$ cat config.mk
export PLATFORM = sky130hd
export DESIGN_NAME = multi_channel_packet_sink
export DESIGN_NICKNAME = d
export VERILOG_FILES = /design/src/rtl/multi_channel_packet_sink.sv
export SDC_FILE = /design/constraint.sdc
export NUM_CORES = 1
export LEC_CHECK = 0
export ABC_CLOCK_PERIOD_IN_PS = 15400
export CAP_MARGIN = 20
export CORE_AREA = 5 5 111 155
export CTS_CLUSTER_DIAMETER = 80
export DETAILED_ROUTE_END_ITERATION = 7
export DIE_AREA = 0 0 116 160
export PLACE_DENSITY_LB_ADDON = 0.2
export SYNTH_ARGS = -nofsm -noshare
export SYNTH_HDL_FRONTEND = slang
export SYNTH_SLANG_ARGS = --single-unit
$ cat constraint.sdc
create_clock -name clk -period 15.4 [get_ports clk]
set_clock_uncertainty 0.15 [all_clocks]
set_input_delay 2.31 -clock clk [delete_from_list [all_inputs] [get_ports clk]]
set_output_delay 2.31 -clock clk [all_outputs]
set_load 0.01 [all_outputs]
$ cat src/rtl/multi_channel_packet_sink.sv
// NCH-channel NoC packet sink: per-channel handshake with backward stall, receive counters,
// last-packet capture and destination-address checking. Optional STAMP_EN adds cycle stamps.
module multi_channel_packet_sink #(
  parameter int WIDTH_PACKET = 14,
  parameter int NCH          = 4,
  parameter int ADDR_W       = 3,
  parameter int NODE_ADDR    = 0,
  parameter int BL           = 0,
  parameter int CNT_W        = 16
) (
  input  logic                        clk,
  input  logic                        reset,
  input  logic [NCH-1:0]              in_valid,
  output logic [NCH-1:0]              in_ready,
  input  logic [NCH*WIDTH_PACKET-1:0] in_data,
  input  logic                        clr,
  output logic [NCH*CNT_W-1:0]        rx_count,
  output logic [NCH*WIDTH_PACKET-1:0] last_data,
  output logic [CNT_W-1:0]            err_count,
  output logic                        err_flag
`ifdef STAMP_EN
  ,
  output logic [NCH*CNT_W-1:0]        last_stamp
`endif
);

  typedef enum logic {READY, STALL} chState_e;

  localparam logic [CNT_W-1:0] CNT_MAX    = '1;
  localparam bit               STALL_EN   = (BL > 0);
  localparam logic [7:0]       STALL_INIT = 8'((BL > 0) ? (BL - 1) : 0);
  localparam int               POP_W      = $clog2(NCH + 1);
  localparam int               SUM_W      = CNT_W + POP_W;

  logic [NCH-1:0] handshake;
  logic [NCH-1:0] mismatch;

`ifdef STAMP_EN
  logic [CNT_W-1:0] cycleReg;

  always_ff @(posedge clk or posedge reset) begin
    if (reset) begin
      cycleReg <= '0;
    end else begin
      cycleReg <= cycleReg + CNT_W'(1);
    end
  end
`endif

  genvar gi;
  generate
    for (gi = 0; gi < NCH; gi++) begin : gChan
      chState_e                stateReg, stateNext;
      logic [7:0]              stallReg, stallNext;
      logic [CNT_W-1:0]        rxReg;
      logic [WIDTH_PACKET-1:0] lastReg;
      logic [WIDTH_PACKET-1:0] pkt;
      logic [ADDR_W-1:0]       destAddr;
      logic [ADDR_W-1:0]       expAddr;

      assign pkt      = in_data[gi*WIDTH_PACKET +: WIDTH_PACKET];
      assign destAddr = pkt[WIDTH_PACKET-1 -: ADDR_W];
      assign expAddr  = ADDR_W'(NODE_ADDR + gi);

      // Ready is masked by reset combinationally so no packet is consumed while held.
      assign in_ready[gi]  = (stateReg == READY) && !reset;
      assign handshake[gi] = in_valid[gi] && in_ready[gi];
      assign mismatch[gi]  = handshake[gi] && (destAddr != expAddr);

      always_comb begin
        stateNext = stateReg;
        stallNext = stallReg;
        case (stateReg)
          READY: begin
            if (handshake[gi] && STALL_EN) begin
              stateNext = STALL;
              stallNext = STALL_INIT;
            end
          end
          STALL: begin
            if (stallReg == 8'd0) begin
              stateNext = READY;
            end else begin
              stallNext = stallReg - 8'd1;
            end
          end
          default: stateNext = READY;
        endcase
      end

      always_ff @(posedge clk or posedge reset) begin
        if (reset) begin
          stateReg <= READY;
          stallReg <= '0;
          rxReg    <= '0;
          lastReg  <= '0;
        end else begin
          stateReg <= stateNext;
          stallReg <= stallNext;
          if (handshake[gi]) begin
            lastReg <= pkt;
          end
          if (clr) begin
            rxReg <= '0;
          end else if (handshake[gi] && (rxReg != CNT_MAX)) begin
            rxReg <= rxReg + CNT_W'(1);
          end
        end
      end

      assign rx_count[gi*CNT_W +: CNT_W]                = rxReg;
      assign last_data[gi*WIDTH_PACKET +: WIDTH_PACKET] = lastReg;

`ifdef STAMP_EN
      logic [CNT_W-1:0] stampReg;

      always_ff @(posedge clk or posedge reset) begin
        if (reset) begin
          stampReg <= '0;
        end else if (handshake[gi]) begin
          stampReg <= cycleReg;
        end
      end

      assign last_stamp[gi*CNT_W +: CNT_W] = stampReg;

`ifndef SYNTHESIS
      always @(posedge clk) begin
        if (!reset && handshake[gi]) begin
          $display("sink ch %0d cycle %0d packet %h", gi, cycleReg, pkt);
        end
      end
`endif
`endif
    end
  endgenerate

  logic [POP_W-1:0] errInc;
  logic [SUM_W-1:0] errSum;
  logic [CNT_W-1:0] errReg;
  logic             flagReg;

  always_comb begin
    errInc = '0;
    for (int i = 0; i < NCH; i++) begin
      errInc = errInc + POP_W'(mismatch[i]);
    end
  end

  // Widened sum so several mismatches in one cycle saturate rather than wrap.
  assign errSum = {{POP_W{1'b0}}, errReg} + SUM_W'(errInc);

  always_ff @(posedge clk or posedge reset) begin
    if (reset) begin
      errReg  <= '0;
      flagReg <= 1'b0;
    end else if (clr) begin
      errReg  <= '0;
      flagReg <= 1'b0;
    end else if (mismatch != '0) begin
      flagReg <= 1'b1;
      if (errSum > SUM_W'(CNT_MAX)) begin
        errReg <= CNT_MAX;
      end else begin
        errReg <= errSum[CNT_W-1:0];
      end
    end
  end

  assign err_count = errReg;
  assign err_flag  = flagReg;

endmodule

==> impl_metrics.yaml, run 1 <==
layout:
  final_area_um2: 11000
  antenna_cells: 0
  multi_input_area_um2: 3680
  final_cell_mix: "202 x clkdlybuf4s50_1, 173 x dfrtp_1, 124 x nand2_1"
  regArea_um2: 4330
  drive_above_1_share: 0.0848
  syn_to_final_growth_pct: 33.8
  num-fill-cells: 1200
  layout_commonest_cell: "clkdlybuf4s50_1"
  nets: 1092
setup_path:
  end_kind: "flip-flop"
  worstSetupPathType: "primary input to flip-flop"
  crit_path_max_incr_delay_ns: 0.94
  r2r-start: "gChan[2].stateReg"
  endpoint: "err_count[2]"
  path_cells: "clkdlybuf4s50_1 -> nor3b_2 -> o21ai_1 -> fa_1 -> fa_1 -> inv_1 -> fa_1 -> and3_1 -> nand3_1 -> or3_1 -> a31o_2 -> a21oi_1"
  cp-startpoint: "reset"
  r2r_setup_slack_ns: 10.77
  crit_slowest_cell: "nor3b_2"
  start_kind: "primary input"
  cp.required_ns: 15.58
  cp_max_fo: 18
  reg2regPathDepth: 11
  crit_path_frequent_cell: "fa_1"
  critPathArrivalTime_ns: 7.06
  crit-reg2reg-capture: "err_count[2]"
synthesis:
  synth_top_cell_area_share: 0.525
  synth.avg_cell_area_um2: 10.1
  synth-main-ff-cell: "dfrtp_1"
  yosysSeqAreaShare: 0.525
  ys_warn_count: 0
  syn_nets: 894
  syn_area_um2: 8240
  synth.distinct_cells: 57
  synth-edff-count: 0
  synth_area_leader_cell: "dfrtp_1"
  ys_top_cells_by_area: "dfrtp_1 53%, nand2_1 5.6%, xor2_1 4.1%"
  syn_inst: 815
  synthArstFlopShare: 1.00
  ys_ff_latch: 173
global_routing:
  grtUsageMet2: 0.366
  grt_overflow: 0
  use_met3: 0.0504
  grt_pass1_vias: 6619
  top_usage_layer: "met2"
  grt_pass1_wl_um: 33200
  grt_use_met1: 0.289
  grt_max_degree: 83
  antenna_found_initial: 0
  grt_use_total: 0.220
sta:
  max_slew_margin: 0.331
  finalSetupTns_ns: 0
  fmax_ghz: 0.145
  hold_viol: 0
  rsz0062_at_grt: "false"
  post-route-period-util: 0.447
  tightest_slew_ns: 0.999
  holdWs_ns: 0.311
  final-setup-viol-count: 0
  period_minus_slack_ns: 6.88
  slew_violations: 0
clocking:
  clkTransAtPathRegs_ns: 0.07
  numCtsBuffers: 17
  cts_setup_buffers: 0
  ctsHtreeMaxLevel: 4
  cts_hold_buf: 0
  clock_tree.root_cell: "clkbuf_16"
  cts_tree: "yes"
  cts_sinks: 173
  post_cts_resized: 0
  ctsLongestPathBuffers: 2
  worstSkewPairLatency_ns: 0.42
route:
  num_vias: 6753
  drc: 0
  drtAntennaViolNets: 0
  wl_per_cell_um: 16.2
  wl_um: 19800
  detail_route.iter0.violations: 399
  viasPerCell: 5.53
  drt-pass1-iter-count: 5
pwr:
  power_density_nw_per_um2: 95.9
  ir_worst_vdd_v: 0.0000908
  totalPowerFinal_w: 0.00106
  leakage_nw: 4.90
placement:
  post_dp_cell_area_um2: 10400
  portBuffers: 203
  gp_congestion: 0.843
  hpwl_um: 14200
die:
  dieArea_um2: 18600
  die_w_um: 116
  io_pins: 204
  core_region_area_um2: 15500
  fp-row-count: 54
  die_y_um: 160
  initial_utilization: 0.530
hold_path:
  min_path_type: "flip-flop to flip-flop"
flow_run:
  max_cap_violations: 0
status:
  outcome: "completed"
## critical path, delay by kind of cell
family	cells	cell delay [ns]
AOI/OAI and AO/OA	3	0.80
adders and majority gates	3	1.27
buffers and inverters	2	0.78
and+or+nand+nor	4	1.89
## worst min path at each step
stage                              start                   end  slack, ns  cells past startpoint
floorplan           gChan[0].stallReg[7]  gChan[0].stallReg[7]       0.28                      1
global placement    gChan[0].stallReg[7]  gChan[0].stallReg[7]       0.30                      1
detailed placement  gChan[1].stallReg[7]  gChan[1].stallReg[7]       0.30                      1
CTS                 gChan[1].stallReg[7]  gChan[1].stallReg[7]       0.32                      1
global route        gChan[0].stallReg[7]  gChan[0].stallReg[7]       0.33                      1
finish              gChan[1].stallReg[7]  gChan[1].stallReg[7]       0.31                      1
## state kept, by name, summed over array words and instances (netlist names)
| signal | flops |
|---|---|
| err_count | 16 |
| err_flag | 1 |
| gChan.lastReg | 56 |
| gChan.rxReg | 64 |
| gChan.stallReg | 32 |
| gChan.stateReg | 4 |
## logic make-up after synthesis
logic type / share of synthesized area
AO/OA/AOI/OAI: 0.0884
adder cells (fa/ha/maj): 0.0270
AND/OR/NAND/NOR: 0.212
flip-flops: 0.525
multiplexers: 0.0457
XOR/XNOR: 0.0712
buffers and inverters: 0.0301
## metal layers
metal	wire, um	vias up
li1	-	3232
met1	8160	3295
met2	10200	214
met3	1290	12
met4	193	0
met5	0	-
## cells in the mapped netlist, types with 3 or more instances
library cell and instances:
and4_1 9, and2_1 5, o21ai_1 4, xor2_1 39
o21a_1 3, and3_1 13, mux2i_1 5, o22a_1 4
fa_1 3, ha_1 13, nor4_1 18, a31o_2 4
nor3b_2 3, a41o_1 3, nor3_1 17, inv_1 30
clkbuf_1 22, a21o_1 3, nor2_1 75, o211ai_1 4
or4_1 3, mux2_2 29, xnor2_1 28, or3_1 9
nand2b_1 7, a41oi_1 3, nand2_1 124, a31oi_1 8
o2111ai_1 4, o31ai_1 5, nor2b_1 3, nand4_1 19
dfrtp_1 173, a21oi_1 28, nand3_1 32, o21ai_0 25
a211oi_1 9, buf_2 3, or2_2 3
## per-stage QoR
| step | instances | util | setup slack [ns] |
|---|---|---|---|
| 2_1_floorplan | 815 | - | 8.11 |
| 3_3_place_gp | 1189 | 0.671 | 8.19 |
| 3_5_place_dp | 1189 | 0.671 | 8.10 |
| 4_1_cts | 1221 | 0.709 | 8.53 |
| 5_1_grt | 1222 | 0.710 | 8.22 |
| 6_report | 1222 | 0.710 | 8.52 |
## cell type report
cell class                      instances  area share
Inverter                               30      0.0107
Clock inverter                         13      0.0118
Timing Repair Buffer                  209       0.188
Clock buffer                           19      0.0411
Multi-Input combinational cell        582       0.333
Sequential cell                       173       0.393
Tap cell                              196      0.0222
## power breakdown
group / switching [W] / leakage [nW] / internal (W)
clock network: 0.000186 / 0.285 / 0.000236
registers: 0.0000166 / 2.30 / 0.000478
logic: 0.0000625 / 2.32 / 0.0000778
total: 0.000265 / 4.90 / 0.000792
No activity file was read; power rests on OpenSTA's default activity.
==> run 2, diff against run 1 <==
--- a/config.mk
+++ b/config.mk
@@ -5,12 +5,12 @@
 export SDC_FILE = /design/constraint.sdc
 export NUM_CORES = 1
 export LEC_CHECK = 0
-export ABC_CLOCK_PERIOD_IN_PS = 15400
+export ABC_CLOCK_PERIOD_IN_PS = 5970
 export CAP_MARGIN = 20
-export CORE_AREA = 5 5 111 155
+export CORE_AREA = 5 5 121 169
 export CTS_CLUSTER_DIAMETER = 80
 export DETAILED_ROUTE_END_ITERATION = 7
-export DIE_AREA = 0 0 116 160
+export DIE_AREA = 0 0 126 174
 export PLACE_DENSITY_LB_ADDON = 0.2
 export SYNTH_ARGS = -nofsm -noshare
 export SYNTH_HDL_FRONTEND = slang
==> constraint.sdc (replaced) <==
create_clock -name clk -period 5.97 [get_ports clk]
set_clock_uncertainty 0.15 [all_clocks]
set_input_delay 0.8955 -clock clk [delete_from_list [all_inputs] [get_ports clk]]
set_output_delay 0.8955 -clock clk [all_outputs]
set_load 0.01 [all_outputs]
==> impl_metrics.yaml, run 2 (same netlist as run 1, synthesis figures left out) <==
sta:
  hold_viol: 0
  slew_violations: 0
  finalSetupTns_ns: 0
  fmax_ghz: 0.215
  max_slew_margin: 0.422
  post-route-period-util: 0.780
  rsz0062_at_grt: "false"
  period_minus_slack_ns: 4.66
  tightest_slew_ns: 0.867
  final-setup-viol-count: 0
layout:
  nets: 1094
  final_cell_mix: "202 x clkdlybuf4s50_1, 173 x dfrtp_1, 124 x nand2_1"
  layout_commonest_cell: "clkdlybuf4s50_1"
  antenna_cells: 0
  drive_above_1_share: 0.0856
  top_register: "gChan.rxReg"
  largest_register_ff_count: 64
  post-route-util: 0.591
  syn_to_final_growth_pct: 35.8
  reg.largest.list: "gChan.rxReg (64), gChan.lastReg (56), gChan.stallReg (32)"
clocking:
  cts_setup_buffers: 0
  worstSkewPairLatency_ns: 0.42
  cts_sinks: 173
  numCtsBuffers: 17
  clock_tree.root_cell: "clkbuf_16"
  ctsHtreeMaxLevel: 4
  ctsLongestPathBuffers: 2
  cts_hold_buf: 0
  post_cts_resized: 0
  clkTransAtPathRegs_ns: 0.06
  cts_tree: "yes"
global_routing:
  grt_max_degree: 110
  grt_pass1_wl_um: 32700
  grt_pass1_vias: 6586
  grt_use_total: 0.180
  antenna_found_initial: 0
  grt_overflow: 0
setup_path:
  start_kind: "primary input"
  cp.required_ns: 6.15
  cp_max_fo: 18
  critPathArrivalTime_ns: 4.84
  end_kind: "flip-flop"
  worstSetupPathType: "primary input to flip-flop"
route:
  wl_um: 19500
  num_vias: 6660
  drtAntennaViolNets: 0
  drt-pass1-iter-count: 5
  viasPerCell: 5.22
  detail_route.iter0.violations: 227
  drc: 0
  wl_per_cell_um: 15.2
pwr:
  ir_worst_vdd_v: 0.000154
  leakage_nw: 4.94
  power_density_nw_per_um2: 252
die:
  die_w_um: 126
  dieArea_um2: 21900
  core_region_area_um2: 18900
  fp-row-count: 60
  io_pins: 204
  initial_utilization: 0.436
  die_y_um: 174
flow_run:
  max_cap_violations: 0
status:
  outcome: "completed"
placement:
  hpwl_um: 14000
  gp_congestion: 0.810
  portBuffers: 203
hold_path:
  min_path_type: "flip-flop to flip-flop"
==> run 2: cell count changes in the layout (fill, tap and decap cells not counted), sizes merged <==
cell / before / now
clkinvlp: 2 / 3
bufinv: 1 / 4
inv: 36 / 34
clkinv: 4 / 3
buf: 7 / 9
clkbuf: 19 / 18
==> run 2: per-layer routing <==
metal  global-route usage  vias up  wire (um)
met5                    0        -          0
li1                     -     3260          -
met1                0.219     3209       8210
met4               0.0564        0        234
met2                0.312      171       9970
met3               0.0440       20       1050
==> run 2: worst paths after layout <==
check,end,from,slack [ns],cells past startpoint
setup / recovery,err_count[9],reset,1.31,13
hold reg to reg,gChan[1].stallReg[7],gChan[1].stallReg[7],0.32,1
hold / removal,gChan[1].stallReg[7],gChan[1].stallReg[7],0.32,1
setup reg to reg,err_count[9],gChan[0].stateReg,1.97,12
max in group asynchronous,gChan[0].rxReg[15],reset,3.80,4
min in group asynchronous,gChan[1].lastReg[12],reset,0.84,2
==> run 2: metrics by stage <==
stage | std cells | hold WS [ns] | power (W) | setup WS (ns) | instance area (um2)
final | 1276 | 0.318 | 0.00282 | 1.31 | 11200
after global placement | 1243 | 0.300 | 0.00166 | 0.976 | 10500
after global routing | 1276 | 0.342 | 0.00295 | 1.12 | 11200
after detailed placement | 1243 | 0.302 | 0.00167 | 0.938 | 10500
after floorplan | 815 | 0.283 | 0.00145 | 0.0983 | 8240
after CTS | 1275 | 0.319 | 0.00286 | 1.35 | 11200
==> run 2: final cells by class <==
cell class / instances / area [um2]
repair buffers: 211 / 2120
multi-input cells: 582 / 3680
flip-flops and latches: 173 / 4330
fillers: 1657 / 7730
well taps: 248 / 310
clock buffers: 18 / 429
inverters: 30 / 118
clock inverters: 14 / 206
==> run 2: worst max-delay path, cell delays in order <==
cell,delay [ns]
clkdlybuf4s50_1,0.60
nor3b_2,0.25
buf_4,0.27
nand2_1,0.12
fa_1,0.51
fa_1,0.46
inv_1,0.09
fa_1,0.27
and3_1,0.25
nand3_1,0.17
or3_1,0.51
a31o_2,0.29
a21oi_1,0.15
==> run 2: where the power goes <==
group,internal (W),switching [W]
logic,0.000204,0.000161
registers,0.00123,0.0000401
clock network,0.000709,0.000470
